**config.mk**
```make
export PLATFORM = sky130hd
export DESIGN_NAME = hazard_scoreboard
export DESIGN_NICKNAME = d
export VERILOG_FILES = /design/src/rtl/hazard_scoreboard_pkg.sv /design/src/rtl/hazard_scoreboard_md_tracker.sv /design/src/rtl/hazard_scoreboard.sv
export SDC_FILE = /design/constraint.sdc
export NUM_CORES = 1
export LEC_CHECK = 0
export CAP_MARGIN = 0
export CORE_AREA = 2 2 71 73
export CTS_CLUSTER_SIZE = 12
export DETAILED_ROUTE_END_ITERATION = 7
export DIE_AREA = 0 0 73 75
export MAX_ROUTING_LAYER = met4
export PLACE_DENSITY = 0.79
export SYNTH_ARGS = -nofsm -noshare
export SYNTH_HDL_FRONTEND = slang
export SYNTH_HIERARCHICAL = 1
export SYNTH_SLANG_ARGS = --single-unit
```
**constraint.sdc**
```tcl
create_clock -name clk -period 2.2 [get_ports clk]
set_input_delay 0.22 -clock clk [delete_from_list [all_inputs] [get_ports clk]]
set_output_delay 0.22 -clock clk [all_outputs]
set_load 0.01 [all_outputs]
```
**src/rtl/hazard_scoreboard_pkg.sv**
```systemverilog
// hazard_scoreboard_pkg: shared types, select constants and the stall/bubble/issue resolver.
package hazard_scoreboard_pkg;
   localparam logic ENABLE  = 1'b1;
   localparam logic DISABLE = 1'b0;

   typedef enum logic [1:0] {IDLE, BUSY, DONE} md_state_t;

   typedef struct packed {
      logic ext_stall;
      logic load_use;
      logic sb_hit;
      logic struct_hz;
      logic d_valid;
      logic d_is_md;
   } hazard_v2_input;

   typedef struct packed {
      logic stall;
      logic flush;
      logic md_issue;
   } hazard_v2_output;

   function automatic hazard_v2_output hazard_resolve(input hazard_v2_input h);
      hazard_v2_output o;
      o.stall    = h.ext_stall | h.load_use | h.sb_hit | h.struct_hz;
      o.flush    = o.stall & ~h.ext_stall;
      o.md_issue = h.d_valid & h.d_is_md & ~o.stall;
      return o;
   endfunction
endpackage

```
**src/rtl/hazard_scoreboard_md_tracker.sv**
```systemverilog
// md_tracker: MD unit sequencer; issue -> BUSY countdown -> one-cycle DONE, with scoreboard entry.
module md_tracker
   import hazard_scoreboard_pkg::*;
#(
   parameter int REG_AW = 5,
   parameter int MD_LAT = 4,
   parameter int CNT_W  = 4
) (
   input  logic              clk,
   input  logic              reset,
   input  logic              md_issue,
   input  logic [REG_AW-1:0] d_rd,
   output logic              md_busy,
   output logic              pending,
   output logic [REG_AW-1:0] pend_rd,
   output logic              md_done,
   output logic [REG_AW-1:0] md_wb_rd
);
   md_state_t         r_state, w_next;
   logic [CNT_W-1:0]  r_cnt;
   logic              r_pend;
   logic [REG_AW-1:0] r_pend_rd;

   always_ff @(posedge clk) begin
      if (reset) begin
         r_state   <= IDLE;
         r_cnt     <= '0;
         r_pend    <= 1'b0;
         r_pend_rd <= '0;
      end else begin
         r_state <= w_next;
         if (r_state == IDLE && md_issue) begin
            r_cnt     <= CNT_W'(MD_LAT - 2);
            r_pend_rd <= d_rd;
            r_pend    <= d_rd != '0;
         end else if (r_state == BUSY && r_cnt != '0) begin
            r_cnt <= r_cnt - 1'b1;
         end else if (r_state == DONE) begin
            r_pend <= 1'b0;
         end
      end
   end

   always_comb begin
      w_next = r_state == IDLE ? (md_issue ? BUSY : IDLE) :
               r_state == BUSY ? (r_cnt == '0 ? DONE : BUSY) : IDLE;
   end

   assign md_busy  = r_state != IDLE;
   assign md_done  = r_state == DONE;
   assign pending  = r_pend;
   assign pend_rd  = r_pend_rd;
   assign md_wb_rd = md_done ? r_pend_rd : '0;
endmodule

```
**src/rtl/hazard_scoreboard.sv**
```systemverilog
// hazard_scoreboard: XX/MX forwarding, load-use and MD scoreboard stalls for the 5-stage pipe.
// Optional perf counters enabled by HAZARD_PERF_EN; otherwise the perf ports read 0.
module hazard_scoreboard
   import hazard_scoreboard_pkg::*;
#(
   parameter int REG_AW = 5,
   parameter int MD_LAT = 4,
   parameter int CNT_W  = 4
) (
   input  logic              clk,
   input  logic              reset,
   input  logic              d_valid,
   input  logic [REG_AW-1:0] d_rs,
   input  logic [REG_AW-1:0] d_rt,
   input  logic              d_use_rs,
   input  logic              d_use_rt,
   input  logic              d_is_md,
   input  logic [REG_AW-1:0] d_rd,
   input  logic [REG_AW-1:0] x_rd,
   input  logic              x_wr_en,
   input  logic              x_is_load,
   input  logic [REG_AW-1:0] m_rd,
   input  logic              m_wr_en,
   input  logic              ext_stall,
   output logic              fwd_xx_rs,
   output logic              fwd_xx_rt,
   output logic              fwd_mx_rs,
   output logic              fwd_mx_rt,
   output logic              stall_if,
   output logic              stall_d,
   output logic              flush_x,
   output logic              md_issue,
   output logic              md_busy,
   output logic              md_done,
   output logic [REG_AW-1:0] md_wb_rd,
   output logic [31:0]       perf_stall_cyc,
   output logic [31:0]       perf_fwd_cnt
);
   logic              w_x_fwd, w_m_fwd, w_xx_rs, w_xx_rt, w_mx_rs, w_mx_rt;
   logic              w_pending;
   logic [REG_AW-1:0] w_pend_rd;
   hazard_v2_input    w_hin;
   hazard_v2_output   w_hout;

   assign w_x_fwd = x_wr_en & ~x_is_load & (x_rd != '0);
   assign w_m_fwd = m_wr_en & (m_rd != '0);
   assign w_xx_rs = w_x_fwd & (x_rd == d_rs);
   assign w_xx_rt = w_x_fwd & (x_rd == d_rt);
   assign w_mx_rs = w_m_fwd & (m_rd == d_rs) & ~w_xx_rs;
   assign w_mx_rt = w_m_fwd & (m_rd == d_rt) & ~w_xx_rt;

   assign fwd_xx_rs = w_xx_rs ? ENABLE : DISABLE;
   assign fwd_xx_rt = w_xx_rt ? ENABLE : DISABLE;
   assign fwd_mx_rs = w_mx_rs ? ENABLE : DISABLE;
   assign fwd_mx_rt = w_mx_rt ? ENABLE : DISABLE;

   // Every hazard term uses only inputs and registered MD state, so issue cannot loop back into stall.
   assign w_hin.ext_stall = ext_stall;
   assign w_hin.load_use  = d_valid & x_wr_en & x_is_load & (x_rd != '0) &
                            ((d_use_rs & (x_rd == d_rs)) | (d_use_rt & (x_rd == d_rt)));
   assign w_hin.sb_hit    = d_valid & w_pending & (((w_pend_rd == d_rs) & d_use_rs) |
                            ((w_pend_rd == d_rt) & d_use_rt) | (w_pend_rd == d_rd));
   assign w_hin.struct_hz = d_valid & d_is_md & md_busy;
   assign w_hin.d_valid   = d_valid;
   assign w_hin.d_is_md   = d_is_md;
   assign w_hout          = hazard_resolve(w_hin);

   assign stall_d  = w_hout.stall;
   assign stall_if = w_hout.stall;
   assign flush_x  = w_hout.flush;
   assign md_issue = w_hout.md_issue & ~reset;

   md_tracker #(.REG_AW(REG_AW), .MD_LAT(MD_LAT), .CNT_W(CNT_W)) u_md (
      .clk      (clk),
      .reset    (reset),
      .md_issue (md_issue),
      .d_rd     (d_rd),
      .md_busy  (md_busy),
      .pending  (w_pending),
      .pend_rd  (w_pend_rd),
      .md_done  (md_done),
      .md_wb_rd (md_wb_rd)
   );

`ifdef HAZARD_PERF_EN
   logic        w_any_fwd;
   logic [31:0] r_perf_stall, r_perf_fwd;
   assign w_any_fwd = w_xx_rs | w_xx_rt | w_mx_rs | w_mx_rt;
   always_ff @(posedge clk) begin
      if (reset) begin
         r_perf_stall <= '0;
         r_perf_fwd   <= '0;
      end else begin
         if (w_hout.stall && !(&r_perf_stall)) r_perf_stall <= r_perf_stall + 1'b1;
         if (w_any_fwd && !(&r_perf_fwd)) r_perf_fwd <= r_perf_fwd + 1'b1;
      end
   end
   assign perf_stall_cyc = r_perf_stall;
   assign perf_fwd_cnt   = r_perf_fwd;
`else
   assign perf_stall_cyc = '0;
   assign perf_fwd_cnt   = '0;
`endif
endmodule

```
* Yosys cells after proc, flatten, opt, wreduce, memory -nomap -nowiden
Cells that the tools add are included.
** Storage, ports and cells
- Flip-flop bits (word level) :: 12
- Output and inout port bits :: 79
** Operators by class
- Add/subtract/negate cells :: 1
- Equality and inequality tests :: 10
- Muxes and demuxes :: 14
- Bitwise logic cells :: 36
- Reduce and logical (&&, ||, !) cells :: 13
** Operator list (count)
- $eq A5 B5 Y1 :: 7
- $and A1 B1 Y1 :: 24
- $reduce_bool A5 Y1 :: 3
- $mux W2 :: 5
- $mux W1 :: 8
- $not A1 Y1 :: 6
- $or A1 B1 Y1 :: 6
- $reduce_bool A2 Y1 :: 3
- $mux W5 :: 1
- $logic_not A4 Y1 :: 1
- $reduce_bool A4 Y1 :: 1
- $sub A4 B1 Y4 const B :: 1
- $eq A2 B1 Y1 const B :: 1
- $eq A2 B2 Y1 const B :: 1
- $logic_and A1 B1 Y1 :: 2
- $logic_not A2 Y1 :: 1
- $ne A2 B1 Y1 const B :: 1
- $reduce_and A2 Y1 :: 1
- $reduce_or A2 Y1 :: 1

* Logic depth before layout (Yosys ltp)
Gate-level depths: netlist of the first run.
- Word-level depth :: 13
- Gate-level depth with buffers :: 9
- Depth with buffers taken out :: 8

* Cells and area by module
Netlist of the first run, hierarchy kept.
** By module, submodules not included
- hazard_scoreboard :: times used 1, cells each 135, area an instance 1016.0 sq um, seq. area each 0.0 sq um
- md_tracker :: times used 1, cells each 62, area an instance 573.0 sq um, seq. area each 240.2 sq um

* Worst setup path before layout of the first run
OpenSTA, ideal clock, no wires.
- Path type :: reg2reg
- From :: reg u_md.r_pend_rd[2] (netlist: u_md/pend_rd[2])
- To :: reg u_md.r_pend (netlist: u_md/pending)
- Setup time :: 70 ps
- Arrival time :: 2018 ps
- Path slack :: 112 ps
- Stages on the path, launching flop included :: 10
- Buffers on the path :: 1
- Clock period less this slack :: 2088 ps
- Cell sequence :: dfxtp_1 xor2_1 nor4_1 nand4_1 and4_1 and3_1 nor3b_1 buf_6 or3b_1 a21oi_1
** Between the ends
- Cells in the longest elaborated chain, start to end :: 13
- Elaborated cells between the ends (all ways) :: 18
- Those cells by class :: 4 x eq/ne; 1 x mux; 10 x bitwise; 3 x reduce/logical
** Ends and longest elaborated chain
- from (decl) :: line hazard_scoreboard_md_tracker.sv:22 : logic [REG_AW-1:0] r_pend_rd;
- from (signal assigned) :: line hazard_scoreboard_md_tracker.sv:34 : r_pend_rd <= d_rd;
- $eq A5 B5 Y1 (on tied branches) :: line hazard_scoreboard.sv:61, hazard_scoreboard.sv:62
- $and A1 B1 Y1 (on tied branches) :: line hazard_scoreboard.sv:61, hazard_scoreboard.sv:62
- $or A1 B1 Y1 :: line hazard_scoreboard.sv:61 : assign w_hin.sb_hit = d_valid & w_pending & (((w_pend_rd == d_rs) & d_use_rs) |
- $or A1 B1 Y1 * :: line hazard_scoreboard.sv:62 : ((w_pend_rd == d_rt) & d_use_rt) | (w_pend_rd == d_rd));
- $and A1 B1 Y1 * :: line hazard_scoreboard.sv:61
- $or A1 B1 Y1 * (2 in a row) :: line hazard_scoreboard_pkg.sv:25 : o.stall = h.ext_stall | h.load_use | h.sb_hit | h.struct_hz;
- $not A1 Y1 * :: line hazard_scoreboard_pkg.sv:27 : o.md_issue = h.d_valid & h.d_is_md & ~o.stall;
- $and A1 B1 Y1 * :: line hazard_scoreboard_pkg.sv:27
- $and A1 B1 Y1 * :: line hazard_scoreboard.sv:71 : assign md_issue = w_hout.md_issue & ~reset;
- named net md_issue :: line hazard_scoreboard.sv:32 : output logic md_issue,
- $logic_and A1 B1 Y1 * :: line hazard_scoreboard_md_tracker.sv:32 : if (r_state == IDLE && md_issue) begin
- $ne A2 B1 Y1 (no line) / $reduce_bool A2 Y1 (equally long branches)
- $reduce_and A2 Y1 (no line)
- to (signal assigned) :: line hazard_scoreboard_md_tracker.sv:28 : r_pend <= 1'b0;
- to (signal assigned) :: line hazard_scoreboard_md_tracker.sv:35 : r_pend <= d_rd != '0;
- to (signal assigned) :: line hazard_scoreboard_md_tracker.sv:39 : r_pend <= 1'b0;
- to (decl) :: line hazard_scoreboard_md_tracker.sv:21 : logic r_pend;
Mark *: on every way through the listed nets, which the timed path passes. The rest lies on a longest branch.
A chain may end at the register's enable or synchronous reset.

* Final worst setup path of the first run
- From :: in d_rd[3]
- To :: reg u_md.r_pend (netlist: u_md/pending)
** Between the ends
- Cells in the longest elaborated chain, start to end :: 11
- Elaborated cells between the ends (all ways) :: 14
- Those cells by class :: 2 x eq/ne; 1 x mux; 7 x bitwise; 4 x reduce/logical
** Ends and longest elaborated chain
- from (decl) :: line hazard_scoreboard.sv:18 : input logic [REG_AW-1:0] d_rd,
- $eq A5 B5 Y1 :: line hazard_scoreboard.sv:62
- $or A1 B1 Y1 :: line hazard_scoreboard.sv:62
- $and A1 B1 Y1 :: line hazard_scoreboard.sv:61
- $or A1 B1 Y1 (2 in a row) :: line hazard_scoreboard_pkg.sv:25
- $not A1 Y1 :: line hazard_scoreboard_pkg.sv:27
- $and A1 B1 Y1 :: line hazard_scoreboard_pkg.sv:27
- $and A1 B1 Y1 :: line hazard_scoreboard.sv:71
- $logic_and A1 B1 Y1 :: line hazard_scoreboard_md_tracker.sv:32
- $ne A2 B1 Y1 (no line) / $reduce_bool A2 Y1 (equally long branches)
- $reduce_and A2 Y1 (no line)
Parallel ways exist; a longest one is shown, timed or not.

==> flow_summary.yaml, run 1 <==
grt:
  grt_use_met3: 0.0174
  grtUsageMet2: 0.243
  grt-ovfl-total: 0
  grt_pass1_wl_mm: 5.87
  antenna_found_initial: 0
  grt-busiest-layer: "met2"
  grt_max_degree: 11
  grt_pass1_vias: 1304
  track_usage: 0.144
  met1_usage: 0.168
logic_synthesis:
  synth_edf_count: 0
  yosysSeqAreaShare: 0.151
  yosys_register_bits: 12
  synthArstFlopShare: 0
  synth_area_leaders: "buf_4 31%, xor2_1 18%, dfxtp_1 15%"
  syn-cell-area_mm2: 0.00159
  yosys.area.top_type_share: 0.307
  ys_top_cells_by_count: "65 x buf_4, 32 x xor2_1, 12 x dfxtp_1"
  synth_top_family_by_area: "buffers and inverters"
  ys_warn_count: 6
  syn_inst: 197
  ys_types: 36
  synth_flop_cell: "dfxtp_1"
  synth-xor-area-share: 0.193
  yosysMostFrequentCell: "buf_4"
  synth_area_per_cell_um2: 8.07
  synth_mux_area_frac: 0.0378
  synthSimpleGateAreaFrac: 0.215
  yosysTopAreaCell: "buf_4"
  synthAdderAreaFrac: 0.00787
  synth_compound_area_frac: 0.0646
worst_setup_path:
  reg2reg_from: "u_md/pend_rd[0]"
  critPathRequiredTime_ns: 2.37
  crit_start: "d_rd[3]"
  worstPathArrival_ns: 2.34
  critPathMaxFanout: 3
  startpoint_type: "input port"
  worstSetupPathType: "in2reg"
  end_kind: "flop"
clock_tree:
  clk-insertion-delay-late_ns: 0.24
  clk_pin_slew_worst_paths_ns: 0.05
  cts_sinks: 12
  tritoncts: "built"
  cts_made_buffers: 3
  cts.htree.levels: 1
  cts_hold_buf: 0
  cts_buffer_depth: 2
  clockRootBuffer: "clkbuf_8"
timing:
  clock_skew_ns: 0.00136
  hold_viol: 0
  rsz0062_at_grt: "false"
  fin_crit_sh: 0.983
  max_freq_mhz: 462
  period_minus_slack_ns: 2.16
  slew_violations: 0
  tns_ns: 0
  setup_viol: 0
  holdWs_ns: 0.503
drt:
  drc: 0
  drt_iter0_markers: 32
  dr_total_vias: 1385
  drt_wl_total_mm: 3.77
  ant_nets: 0
  firstDrtPassIters: 4
  viasPerCell: 4.21
  post_drt_wl_per_cell_um: 11.4
placement:
  postPlaceCellArea_mm2: 0.00208
  gp_congestion: 0.810
  dp_hpwl_mm: 3.20
  portBuffers: 49
power:
  peakVddDrop_uv: 173
  power_frac_comb: 0.390
  p_total_mw: 0.697
  switching_power_mw: 0.228
  netSwitchingFraction: 0.327
  p_leak_nw: 1.05
  seqPwrFrac: 0.326
  p_int_mw: 0.469
  clkPwrFrac: 0.284
  powerDensity_mw_per_mm2: 321
min_path:
  min_from: "u_md/r_cnt[2]"
  hp-class: "reg2reg"
die:
  die-area_mm2: 0.00548
  rows: 25
  die_w_um: 73
  die_y_um: 75
  initial_core_util: 0.341
  core_mm2: 0.00466
  ioPinCount: 114
cells_and_area:
  diodes: 0
  multi_input_area_mm2: 0.00112
  nets: 313
  syn_to_final_growth_pct: 36.8
  final_area_mm2: 0.00217
  seqCellArea_um2: 244
  drive_gt1_frac: 0.204
  fillers: 462
status:
  status: "complete, no violations"
run:
  drv_cap: 0
## path summary, 6_finish.rpt
check	slack, ns	depth (start not counted)	to
setup reg to reg	0.08	8	u_md/pending
hold reg to reg	0.50	2	u_md/r_cnt[2]
hold / removal	0.50	2	u_md/r_cnt[2]
setup / recovery	0.04	9	u_md/pending
## cell type report
cell class,count,area share
sequential,12,0.112
inverter,3,0.00518
clock buffer,3,0.0190
timing repair buffer,79,0.319
multi-input combinational,178,0.514
tap,54,0.0311
## power by group through the flow
stage / logic [mW] / clock network [mW] / registers, mW
final: 0.272 / 0.198 / 0.227
after global routing: 0.300 / 0.215 / 0.227
after CTS: 0.269 / 0.202 / 0.227
after detailed placement: 0.268 / 0 / 0.231
after global placement: 0.263 / 0 / 0.231
after floorplan: 0.215 / 0 / 0.230
## cells in the final DEF (no fill, tap or decap), types with 2 or more instances in the layout
cell              n
dlygate4sd2_1    13
inv_1             3
a21oi_2           2
or3b_1            2
nor4_1            2
o21ai_0           3
nor4_2            3
clkbuf_8          3
clkdlybuf4s50_1  26
clkdlybuf4s15_1   2
xor2_1           32
nor3_2            4
dfxtp_2           3
nand3_1           4
or4_1             6
nand2b_1          2
xnor2_1           3
buf_4            29
mux2i_1           6
nand2_1           5
a21oi_1           4
and2_1            6
nand4_1           2
o21ai_1           2
buf_2             4
nor2_1            9
dfxtp_1           9
dlymetal6s2s_1    4
conb_1           64
nor2b_1           2
## sequential cells by signal, summed over array words and instances, names as in the netlist
signal,count
u_md/r_state,2
u_md/pending,1
u_md/r_cnt,4
u_md/pend_rd,5
## worst max-delay path: stages
cell	delay, ns
clkdlybuf4s50_1	0.45
xor2_1	0.16
nor4_1	0.38
nand3_1	0.13
and4_4	0.20
and3_4	0.17
nor3b_4	0.15
or3b_1	0.35
a21oi_1	0.12
## timing repair
action,4_1_cts,5_1_grt
setup buffers,1,1
resized for setup,42,10
cloned,0,0
endpoints found under the setup margin,18,14
pin swaps,8,5
## cell families after synthesis
kind of cell | after synthesis
XOR/XNOR | 35
other | 1
buffers and inverters | 70
flip-flops | 12
AO/OA/AOI/OAI | 16
AND/OR/NAND/NOR | 56
adder cells (fa/ha/maj) | 1
multiplexers | 6
## per-stage QoR
stage,setup slack [ns],instances,utilization
2_1_floorplan,0.112,260,-
3_3_place_gp,-0.446,324,0.447
5_1_grt,0.00338,329,0.466
4_1_cts,0.0159,328,0.461
3_5_place_dp,-0.463,324,0.447
6_report,0.0369,329,0.466
## routing by layer
metal | up-vias | part of all wire
met1 | 625 | 0.42
met3 | 4 | 0.058
li1 | 689 | -
met2 | 67 | 0.51
met4 | 0 | 0.014
met5 | - | 0
No activity file was read; power rests on OpenSTA's default activity.
==> run 2: changes to the inputs <==
--- a/config.mk
+++ b/config.mk
@@ -7,6 +7,7 @@
 export LEC_CHECK = 0
 export CAP_MARGIN = 0
 export CORE_AREA = 2 2 71 73
+export CTS_CLUSTER_DIAMETER = 100
 export CTS_CLUSTER_SIZE = 12
 export DETAILED_ROUTE_END_ITERATION = 7
 export DIE_AREA = 0 0 73 75
==> results of run 2 <==
No change in the layout: final DEF, timing and power equal those of run 1.
